**config.mk**
```make
export PLATFORM = sky130hd
export DESIGN_NAME = lightsaber_sequencer_flat
export DESIGN_NICKNAME = d
export VERILOG_FILES = /design/src/rtl/lightsaber_pkg.sv /design/src/rtl/lightsaber_sequencer_if.sv /design/src/rtl/lightsaber_sequencer_ramp_divider.sv /design/src/rtl/lightsaber_sequencer.sv /design/src/flat_wrapper.sv
export SDC_FILE = /design/constraint.sdc
export NUM_CORES = 1
export LEC_CHECK = 0
export ABC_AREA = 1
export CAP_MARGIN = 10
export CORE_ASPECT_RATIO = 1.5
export CORE_MARGIN = 3
export CORE_UTILIZATION = 46
export DETAILED_ROUTE_END_ITERATION = 8
export GPL_TIMING_DRIVEN = 0
export HOLD_SLACK_MARGIN = 0.1
export PLACE_DENSITY = 0.77
export SLEW_MARGIN = 20
export SYNTH_ARGS = -nofsm -noshare
export SYNTH_HDL_FRONTEND = slang
export SYNTH_SLANG_ARGS = --single-unit
```
**constraint.sdc**
```tcl
create_clock -name clk -period 2.6 [get_ports clk]
set_input_delay 0.26 -clock clk [delete_from_list [all_inputs] [get_ports clk]]
set_output_delay 0.26 -clock clk [all_outputs]
set_load 0.01 [all_outputs]
```
**src/rtl/lightsaber_pkg.sv**
```systemverilog
// Shared types and default constants for the lightsaber blade sequencer.
package lightsaber_pkg;

    typedef enum logic [2:0] {
        S_OFF        = 3'd0,
        S_IGNITING   = 3'd1,
        S_ON         = 3'd2,
        S_RETRACTING = 3'd3
    } state_e;

    typedef struct packed {
        logic [7:0] r;
        logic [7:0] g;
        logic [7:0] b;
    } rgb_t;

    localparam int unsigned RAMP_DIV_DEF   = 4;
    localparam int unsigned STEP_DEF       = 4;
    localparam int unsigned LOW_THRESH_DEF = 8;

    localparam logic [1:0] PWR_OFF  = 2'd0;
    localparam logic [1:0] PWR_HOLD = 2'd1;
    localparam logic [1:0] PWR_RAMP = 2'd2;

endpackage

```
**src/rtl/lightsaber_sequencer_if.sv**
```systemverilog
// Request/target/power inputs and blade outputs of the sequencer.
interface lightsaber_sequencer_if;

    logic       on_req;
    logic [1:0] tgt_in;
    logic [5:0] tgt_dec;
    logic [7:0] power_level;
    logic [7:0] r_in;
    logic [7:0] g_in;
    logic [7:0] b_in;
    logic [1:0] len_in;
    logic [5:0] len_dec;
    logic [7:0] r_out;
    logic [7:0] g_out;
    logic [7:0] b_out;
    logic [1:0] power_use;
    logic [2:0] state;
    logic       fault;

    modport master (
        output on_req, tgt_in, tgt_dec, power_level,
        output r_in, g_in, b_in,
        input  len_in, len_dec, r_out, g_out, b_out,
        input  power_use, state, fault
    );

    modport slave (
        input  on_req, tgt_in, tgt_dec, power_level,
        input  r_in, g_in, b_in,
        output len_in, len_dec, r_out, g_out, b_out,
        output power_use, state, fault
    );

endinterface

```
**src/rtl/lightsaber_sequencer_ramp_divider.sv**
```systemverilog
// Ramp tick generator: one tick every DIV cycles since the last clear.
module ramp_divider #(
    parameter int unsigned DIV = 4
) (
    input  logic clk,
    input  logic rst,
    input  logic clear,
    output logic tick
);

    logic [7:0] cnt_q;
    logic [7:0] cnt_d;

    assign tick = (cnt_q == 8'(DIV - 1));

    always_comb begin
        cnt_d = cnt_q + 8'd1;
        if (clear || tick) begin
            cnt_d = '0;
        end
    end

    always_ff @(posedge clk) begin
        if (rst) begin
            cnt_q <= '0;
        end else begin
            cnt_q <= cnt_d;
        end
    end

endmodule

```
**src/rtl/lightsaber_sequencer.sv**
```systemverilog
// Blade ignition/retraction sequencer with low-power fault handling.
module lightsaber_sequencer
    import lightsaber_pkg::*;
#(
    parameter int unsigned RAMP_DIV   = RAMP_DIV_DEF,
    parameter int unsigned STEP       = STEP_DEF,
    parameter int unsigned LOW_THRESH = LOW_THRESH_DEF
) (
    input logic                  clk,
    input logic                  rst,
    lightsaber_sequencer_if.slave bus
);

    state_e     state_q, state_d;
    logic [7:0] len_q, len_d;
    logic       fault_q, fault_d;
    rgb_t       col_q, col_d;
    rgb_t       out_q, out_d;
    logic [1:0] pwr_q, pwr_d;
    logic [7:0] tgt;
    logic [8:0] up;
    logic       pwr_ok;
    logic       ramping;
    logic       clr;
    logic       tick;
    logic       latch;

    assign tgt     = {bus.tgt_in, bus.tgt_dec};
    assign pwr_ok  = (bus.power_level >= 8'(LOW_THRESH));
    assign up      = {1'b0, len_q} + 9'(STEP);
    assign ramping = (state_q == S_IGNITING) || (state_q == S_RETRACTING);
    // Divider restarts on every state change so the first tick lands RAMP_DIV cycles in.
    assign clr     = (state_d != state_q) || !ramping;

    ramp_divider #(.DIV(RAMP_DIV)) u_div (
        .clk   (clk),
        .rst   (rst),
        .clear (clr),
        .tick  (tick)
    );

    always_comb begin
        state_d = state_q;
        len_d   = len_q;
        fault_d = fault_q;
        latch   = 1'b0;
        unique case (state_q)
            S_OFF: begin
                if (bus.on_req && !fault_q && pwr_ok) begin
                    state_d = S_IGNITING;
                    latch   = 1'b1;
                end else if (!bus.on_req) begin
                    fault_d = 1'b0;
                end
            end
            S_IGNITING: begin
                if (!pwr_ok) begin
                    fault_d = 1'b1;
                    state_d = S_RETRACTING;
                end else if (!bus.on_req) begin
                    state_d = S_RETRACTING;
                end else if (len_q == tgt) begin
                    state_d = S_ON;
                end else if (tick) begin
                    len_d = (up > {1'b0, tgt}) ? tgt : up[7:0];
                end
            end
            S_ON: begin
                if (!pwr_ok) begin
                    fault_d = 1'b1;
                    state_d = S_RETRACTING;
                end else if (!bus.on_req) begin
                    state_d = S_RETRACTING;
                end else if (tgt > len_q) begin
                    state_d = S_IGNITING;
                end else if (tgt < len_q) begin
                    state_d = S_RETRACTING;
                end
            end
            S_RETRACTING: begin
                if (bus.on_req && !fault_q && pwr_ok) begin
                    state_d = S_IGNITING;
                    latch   = 1'b1;
                end else if (len_q == 8'd0) begin
                    state_d = S_OFF;
                end else if (tick) begin
                    len_d = (len_q > 8'(STEP)) ? len_q - 8'(STEP) : 8'd0;
                end
            end
            default: begin
                state_d = S_OFF;
            end
        endcase
    end

    always_comb begin
        col_d = col_q;
        if (latch) begin
            col_d = '{r: bus.r_in, g: bus.g_in, b: bus.b_in};
        end
        out_d = (len_d != 8'd0) ? col_d : '0;
        pwr_d = PWR_OFF;
        unique case (state_d)
            S_IGNITING, S_RETRACTING: pwr_d = PWR_RAMP;
            S_ON:                     pwr_d = PWR_HOLD;
            default:                  pwr_d = PWR_OFF;
        endcase
    end

    always_ff @(posedge clk) begin
        if (rst) begin
            state_q <= S_OFF;
            len_q   <= '0;
            fault_q <= 1'b0;
            col_q   <= '0;
            out_q   <= '0;
            pwr_q   <= PWR_OFF;
        end else begin
            state_q <= state_d;
            len_q   <= len_d;
            fault_q <= fault_d;
            col_q   <= col_d;
            out_q   <= out_d;
            pwr_q   <= pwr_d;
        end
    end

    assign bus.state     = state_q;
    assign bus.len_in    = len_q[7:6];
    assign bus.len_dec   = len_q[5:0];
    assign bus.fault     = fault_q;
    assign bus.power_use = pwr_q;
    assign bus.r_out     = out_q.r;
    assign bus.g_out     = out_q.g;
    assign bus.b_out     = out_q.b;

endmodule

```
**src/flat_wrapper.sv**
```systemverilog
// flat-port wrapper written by rule: the top's interface ports become plain ports
module lightsaber_sequencer_flat import lightsaber_pkg::*;
#(
    parameter int unsigned RAMP_DIV   = RAMP_DIV_DEF,
    parameter int unsigned STEP       = STEP_DEF,
    parameter int unsigned LOW_THRESH = LOW_THRESH_DEF
)
  (clk, rst, bus_on_req, bus_tgt_in, bus_tgt_dec, bus_power_level, bus_r_in, bus_g_in, bus_b_in, bus_len_in, bus_len_dec, bus_r_out, bus_g_out, bus_b_out, bus_power_use, bus_state, bus_fault);
  lightsaber_sequencer_if bus_i ();
  input logic clk;
  input logic rst;
  input wire logic [$bits(bus_i.on_req)-1:0] bus_on_req;
  input wire logic [$bits(bus_i.tgt_in)-1:0] bus_tgt_in;
  input wire logic [$bits(bus_i.tgt_dec)-1:0] bus_tgt_dec;
  input wire logic [$bits(bus_i.power_level)-1:0] bus_power_level;
  input wire logic [$bits(bus_i.r_in)-1:0] bus_r_in;
  input wire logic [$bits(bus_i.g_in)-1:0] bus_g_in;
  input wire logic [$bits(bus_i.b_in)-1:0] bus_b_in;
  output wire logic [$bits(bus_i.len_in)-1:0] bus_len_in;
  output wire logic [$bits(bus_i.len_dec)-1:0] bus_len_dec;
  output wire logic [$bits(bus_i.r_out)-1:0] bus_r_out;
  output wire logic [$bits(bus_i.g_out)-1:0] bus_g_out;
  output wire logic [$bits(bus_i.b_out)-1:0] bus_b_out;
  output wire logic [$bits(bus_i.power_use)-1:0] bus_power_use;
  output wire logic [$bits(bus_i.state)-1:0] bus_state;
  output wire logic [$bits(bus_i.fault)-1:0] bus_fault;
  assign bus_i.on_req = bus_on_req;
  assign bus_i.tgt_in = bus_tgt_in;
  assign bus_i.tgt_dec = bus_tgt_dec;
  assign bus_i.power_level = bus_power_level;
  assign bus_i.r_in = bus_r_in;
  assign bus_i.g_in = bus_g_in;
  assign bus_i.b_in = bus_b_in;
  assign bus_len_in = bus_i.len_in;
  assign bus_len_dec = bus_i.len_dec;
  assign bus_r_out = bus_i.r_out;
  assign bus_g_out = bus_i.g_out;
  assign bus_b_out = bus_i.b_out;
  assign bus_power_use = bus_i.power_use;
  assign bus_state = bus_i.state;
  assign bus_fault = bus_i.fault;
  lightsaber_sequencer #(.RAMP_DIV(RAMP_DIV), .STEP(STEP), .LOW_THRESH(LOW_THRESH)) u_core (.clk(clk), .rst(rst), .bus(bus_i));
endmodule
```
=== Word level (Yosys, flattened, before mapping) ===
Cells that the tools add are included.

* Flip-flop bits (word level): 70
* Bits in latches: 0
* Bits in writable memories: 0
* Bits in read-only memories: 0
* Bits of input ports: 43
* Output and inout port bits: 38
* Logic and storage cells: 78
* Memories: 0

* Add/sub/neg operators: 3
* Multipliers: 0
* Divide/modulo/power cells: 0
* Magnitude comparators: 5
* Eq/ne operators: 12
* Shift operators: 0
* Multiplexer cells: 29
* Bitwise logic cells: 1
* Reduce and logical (&&, ||, !) cells: 17

{| class="wikitable"
|+ Operator list
! cell !! count
|-
| 2-to-1 mux 8 bit || 9
|-
| 2-to-1 mux 3 bit || 10
|-
| 2-to-1 mux 24 bit || 1
|-
| case mux 8 bit (2 select lines) || 1
|-
| == test 3 x 2 -> 1 bit (second input constant) || 4
|-
| case mux 3 bit (4 select lines) || 1
|-
| OR reduction 2 bit || 5
|-
| adder 8 x 3 -> 9 bit (second input constant) || 1
|-
| greater-than comparator 9 x 8 -> 1 bit || 1
|-
| adder 8 x 1 -> 8 bit (second input constant) || 1
|-
| == test 8 x 2 -> 1 bit (second input constant) || 1
|-
| == test 8 bit || 1
|-
| >= comparator 8 x 4 -> 1 bit (second input constant) || 1
|-
| greater-than comparator 8 x 3 -> 1 bit (second input constant) || 1
|-
| greater-than comparator 8 bit || 1
|-
| zero test 8 bit || 1
|-
| less-than comparator 8 bit || 1
|-
| nonzero test 8 bit || 1
|-
| subtractor 8 x 3 -> 8 bit (second input constant) || 1
|-
| == test 3 x 1 -> 1 bit (second input constant) || 2
|-
| inequality test 2 bit (second input constant) || 3
|-
| 2-to-1 mux 1 bit || 5
|-
| case mux 2 bit (2 select lines) || 1
|-
| AND reduction 4 bit || 1
|-
| 8 further kinds || 12
|}

=== Longest topological paths before layout ===
* Word-level depth: 11
* Gate-level depth with buffers: 20
* Depth with buffers taken out: 18

=== By module ===
From an unflattened synthesis, not the netlist that was laid out.

* Cell total of the unflattened synthesis: 514
* Area total of the unflattened synthesis: 3678.5 µm²

{| class="wikitable"
|+ Modules (own cells, without submodules)
! module !! instances !! cells an instance !! area an instance (µm²) !! sequential area each (µm²)
|-
| lightsaber_sequencer || 1 || 450 || 3231.8 || 1241.2
|-
| ramp_divider || 1 || 64 || 446.7 || 160.2
|}

=== Worst setup path after synthesis ===
No wires, ideal clock.

* Path kind: reg2reg
* Start: reg u_core.len_q[2]
* End: reg u_core.out_q (netlist bit u_core.bus.b_out[0])
* Library setup time: 0.110 ns
* Data arrival time: 2.583 ns
* Required time: 2.490 ns
* Setup slack: -0.093 ns
* Cell stages (with the launch flop): 16
* Path buffers: 1
* Period minus slack after synthesis: 2.693 ns
* Cell sequence: dfxtp_1 > inv_1 > ha_1 > ha_1 > nand2_1 > nor3_2 > nand4_4 > nand3_1 > nand3_2 > nand2_1 > nand2_1 > nor2_2 > nand2_4 > nor2_8 > buf_12 > nor2_2

* Longest elaborated chain between the ends: 11
* Elaborated cells between the ends (all ways): 19
* Those cells by class: 2 x add/sub; 2 x order compare; 1 x eq/ne; 10 x mux; 1 x bitwise; 3 x reduce/logical

{| class="wikitable"
|+ RTL lines
! item !! RTL line !! text
|-
| from (decl) || lightsaber_sequencer.sv:15 || <nowiki>logic [7:0] len_q, len_d;</nowiki>
|-
| from (signal assigned) || lightsaber_sequencer.sv:120 || <nowiki>len_q <= len_d;</nowiki>
|-
| adder 8 x 3 -> 9 bit || lightsaber_sequencer.sv:30 || <nowiki>assign up = {1'b0, len_q} + 9'(STEP);</nowiki>
|-
| greater-than comparator 9 x 8 -> 1 bit || lightsaber_sequencer.sv:65 || <nowiki>len_d = (up > {1'b0, tgt}) ? tgt : up[7:0];</nowiki>
|-
| 2-to-1 mux 8 bit || lightsaber_sequencer.sv:65 ||
|-
| 2-to-1 mux 8 bit || lightsaber_sequencer.sv:64 || <nowiki>end else if (tick) begin</nowiki>
|-
| 2-to-1 mux 8 bit || lightsaber_sequencer.sv:62 || <nowiki>end else if (len_q == tgt) begin</nowiki>
|-
| 2-to-1 mux 8 bit || lightsaber_sequencer.sv:60 || <nowiki>end else if (!bus.on_req) begin</nowiki>
|-
| 2-to-1 mux 8 bit || lightsaber_sequencer.sv:57 || <nowiki>if (!pwr_ok) begin</nowiki>
|-
| case mux 8 bit (2 select lines) * || lightsaber_sequencer.sv:47 || <nowiki>unique case (state_q)</nowiki>
|-
| nonzero test 8 bit * || lightsaber_sequencer.sv:101 || <nowiki>out_d = (len_d != 8'd0) ? col_d : '0;</nowiki>
|-
| inverter 1 bit (no source line) * || n/a ||
|-
| OR reduction 2 bit (no source line) * || n/a ||
|-
| to (signal assigned) || lightsaber_sequencer.sv:123 || <nowiki>out_q <= out_d;</nowiki>
|-
| to (decl) || lightsaber_sequencer.sv:18 || <nowiki>rgb_t out_q, out_d;</nowiki>
|}

Every way passes the cells marked *; elsewhere a longest branch is shown, timed or not.
A chain may end at the register's enable or synchronous reset.

=== Worst setup path in the final report ===
* Start: reg u_core.len_q[4]
* End: reg u_core.out_q (netlist bit u_core.bus.r_out[5])

Same word-level chain as after synthesis.

==> metrics.yaml <==
syn_to_final_growth_pct: 48.2
initial_core_util: 0.475
timing.final.ws_setup_ns: -0.270
io_buffer_count: 77
final_cell_mix: "77 x clkdlybuf4s50_1, 75 x nor2_1, 68 x inv_1"
insertion_delay_ns: 0.33
final_common_cell: "clkdlybuf4s50_1"
violations: "setup timing"
cts_buffers: 9
syn_nets: 550
core_area_um2: 7660
synthCells: 486
fmax_mhz: 348
status: "finished, violations left"
worstPathArrival_ns: 3.10
min_period_ns: 2.87
clk_pin_slew_ns: 0.06
grt_max_degree: 14
slew_violations: 0
htreeDepth: 3
seqCellArea_um2: 1410
holdPathStages: 1
drc: 0
tightest_slew_ns: 0.652
avgRoutedWirePerCell_um: 13.9
finalSetupViolCount: 25
ir_worst_vdd_uv: 550
cp_max_fo: 6
rr_worst_depth: 21
row_count: 39
ys_types: 40
startpoint_type: "flop"
power_density_nw_per_um2: 477
fin_util: 0.703
first_pass_iters: 4
hold_buffers: 0
cts_root_buf: "clkbuf_16"
track_usage: 0.222
cts_tree: "done"
whs_ns: 0.453
drive_above_1_share: 0.253
viasPerCell: 4.92
diodes: 0
syn_avg_cell_area_um2: 7.48
timing.slew.headroom: 0.566
die_w_um: 78.6
io_pins: 81
period_share: 1.10
cts.sinks: 70
yosysSeqAreaShare: 0.385
power.leakage_uw: 0.00226
grt_pass1_wl_um: 15900
syn-cell-area_um2: 3640
cp-end-kind: "flop"
rsz0062_at_grt: "true"
maxCapViolations: 0
drtIter0Drc: 148
cp.required_ns: 2.83
yosysWarningCount: 0
worstHoldPathType: "flop to flop"
grt_pass1_vias: 3586
dp_hpwl_um: 6620
hold_viol: 0
multi_input_area_um2: 2150
wl_um: 9820
die-area_um2: 9030
n_fill_cell: 596
gp_congestion: 0.911
fp.dieH_um: 115
fin_nets: 664
fin_skew_ns: 0.00717
finalPower_uw: 2570
antenna_found_initial: 0
grt_overflow: 0
path_class: "flop to flop"
vias: 3476
place_area_um2: 4540
synth-seq-cells: 70
ant_nets: 0
fin_area_um2: 5390
clk_path_buf_depth: 2
## cell families after synthesis
| logic type | Yosys count | synth area share |
|---|---|---|
| AND/OR/NAND/NOR | 230 | 0.318 |
| other | 1 | 0.00103 |
| multiplexers | 1 | 0.00275 |
| AO/OA/AOI/OAI | 67 | 0.0981 |
| flip-flops | 70 | 0.385 |
| buffers and inverters | 87 | 0.101 |
| XOR/XNOR | 9 | 0.0217 |
| adder cells (fa/ha/maj) | 21 | 0.0723 |
## cells in the mapped netlist, drive strengths merged
cell,instances,share of area
or2,1,0.0024
nor3,4,0.0083
a21oi,32,0.046
clkinv,1,0.0010
a211oi,1,0.0021
nand3b,2,0.0041
o31ai,2,0.0041
ha,21,0.072
nand4,6,0.016
conb,1,0.0010
o211ai,2,0.0041
nand3,31,0.053
dfxtp,70,0.39
nor2,114,0.15
a31oi,1,0.0017
xor2,7,0.017
buf,5,0.017
mux2i,1,0.0028
xnor2,2,0.0048
nand2,71,0.082
nor3b,1,0.0021
inv,75,0.077
o21ai,29,0.040
clkbuf,6,0.0062
## sequential cells by signal, summed over array words and instances (netlist names)
register and cells:
u_core.u_div.cnt_q 8, u_core.bus.fault 1, u_core.col_q 24, u_core.bus.g_out 8, u_core.len_q 8, u_core.bus.state 3
u_core.bus.r_out 8, u_core.bus.b_out 8, u_core.bus.power_use 2
## power by group
part | switching (uW) | internal, uW
clock network | 461 | 743
logic | 139 | 111
registers | 10.7 | 1100
total | 611 | 1960
## final cells by class
| class | instances | area share |
|---|---|---|
| timing repair buffer | 101 | 0.189 |
| sequential | 70 | 0.262 |
| clock buffer | 9 | 0.0418 |
| clock inverter | 7 | 0.0135 |
| inverter | 76 | 0.0543 |
| multi-input combinational | 331 | 0.400 |
| tap | 102 | 0.0237 |
| buffer | 11 | 0.0153 |
## what timing repair did
item	in CTS	in global routing
endpoints found under the setup margin	24	33
buffers inserted	16	6
resized for setup	48	23
gates cloned	3	1
pin swaps	26	18
## stage by stage
stage / TNS, ns / std cells / worst slack (ns)
after detailed placement: -7.88 / 665 / -0.354
after global routing: -8.96 / 707 / -0.393
after global placement: -6.61 / 665 / -0.299
after floorplan: 0 / 486 / 0.0119
after CTS: -4.19 / 700 / -0.201
final: -5.85 / 707 / -0.270
## path summary, 6_finish.rpt
path	from	endpoint	slack, ns
setup reg to reg	u_core.len_q[4]	u_core.bus.r_out[5]	-0.27
setup / recovery	u_core.len_q[4]	u_core.bus.r_out[5]	-0.27
hold / removal	u_core.u_div.cnt_q[0]	u_core.u_div.cnt_q[0]	0.45
hold reg to reg	u_core.u_div.cnt_q[0]	u_core.u_div.cnt_q[0]	0.45
## routing by layer
layer | up-vias | global-route usage | share of wire
met2 | 102 | 0.412 | 0.53
met1 | 1585 | 0.216 | 0.36
met5 | - | 0 | 0
met4 | 0 | 0.125 | 0.041
li1 | 1761 | - | -
met3 | 28 | 0.0666 | 0.060
## critical path, cell delays in order, from the launching register on
cell and delay, ns:
dfxtp_2 0.32, buf_6 0.12, buf_4 0.13, xor2_2 0.18, ha_1 0.35, nand2_4 0.09, inv_1 0.07, nand2_1 0.06
nand2_1 0.08, nand3_2 0.12, nand3_4 0.13, nand2_4 0.10, nand2_1 0.09, nand3_2 0.08, nand2_2 0.07, nand2_1 0.06
nor2_2 0.13, nand2_2 0.11, nor2_8 0.16, buf_12 0.13, clkbuf_16 0.14, nor2_2 0.03
Power figures use the tool's default switching activity.
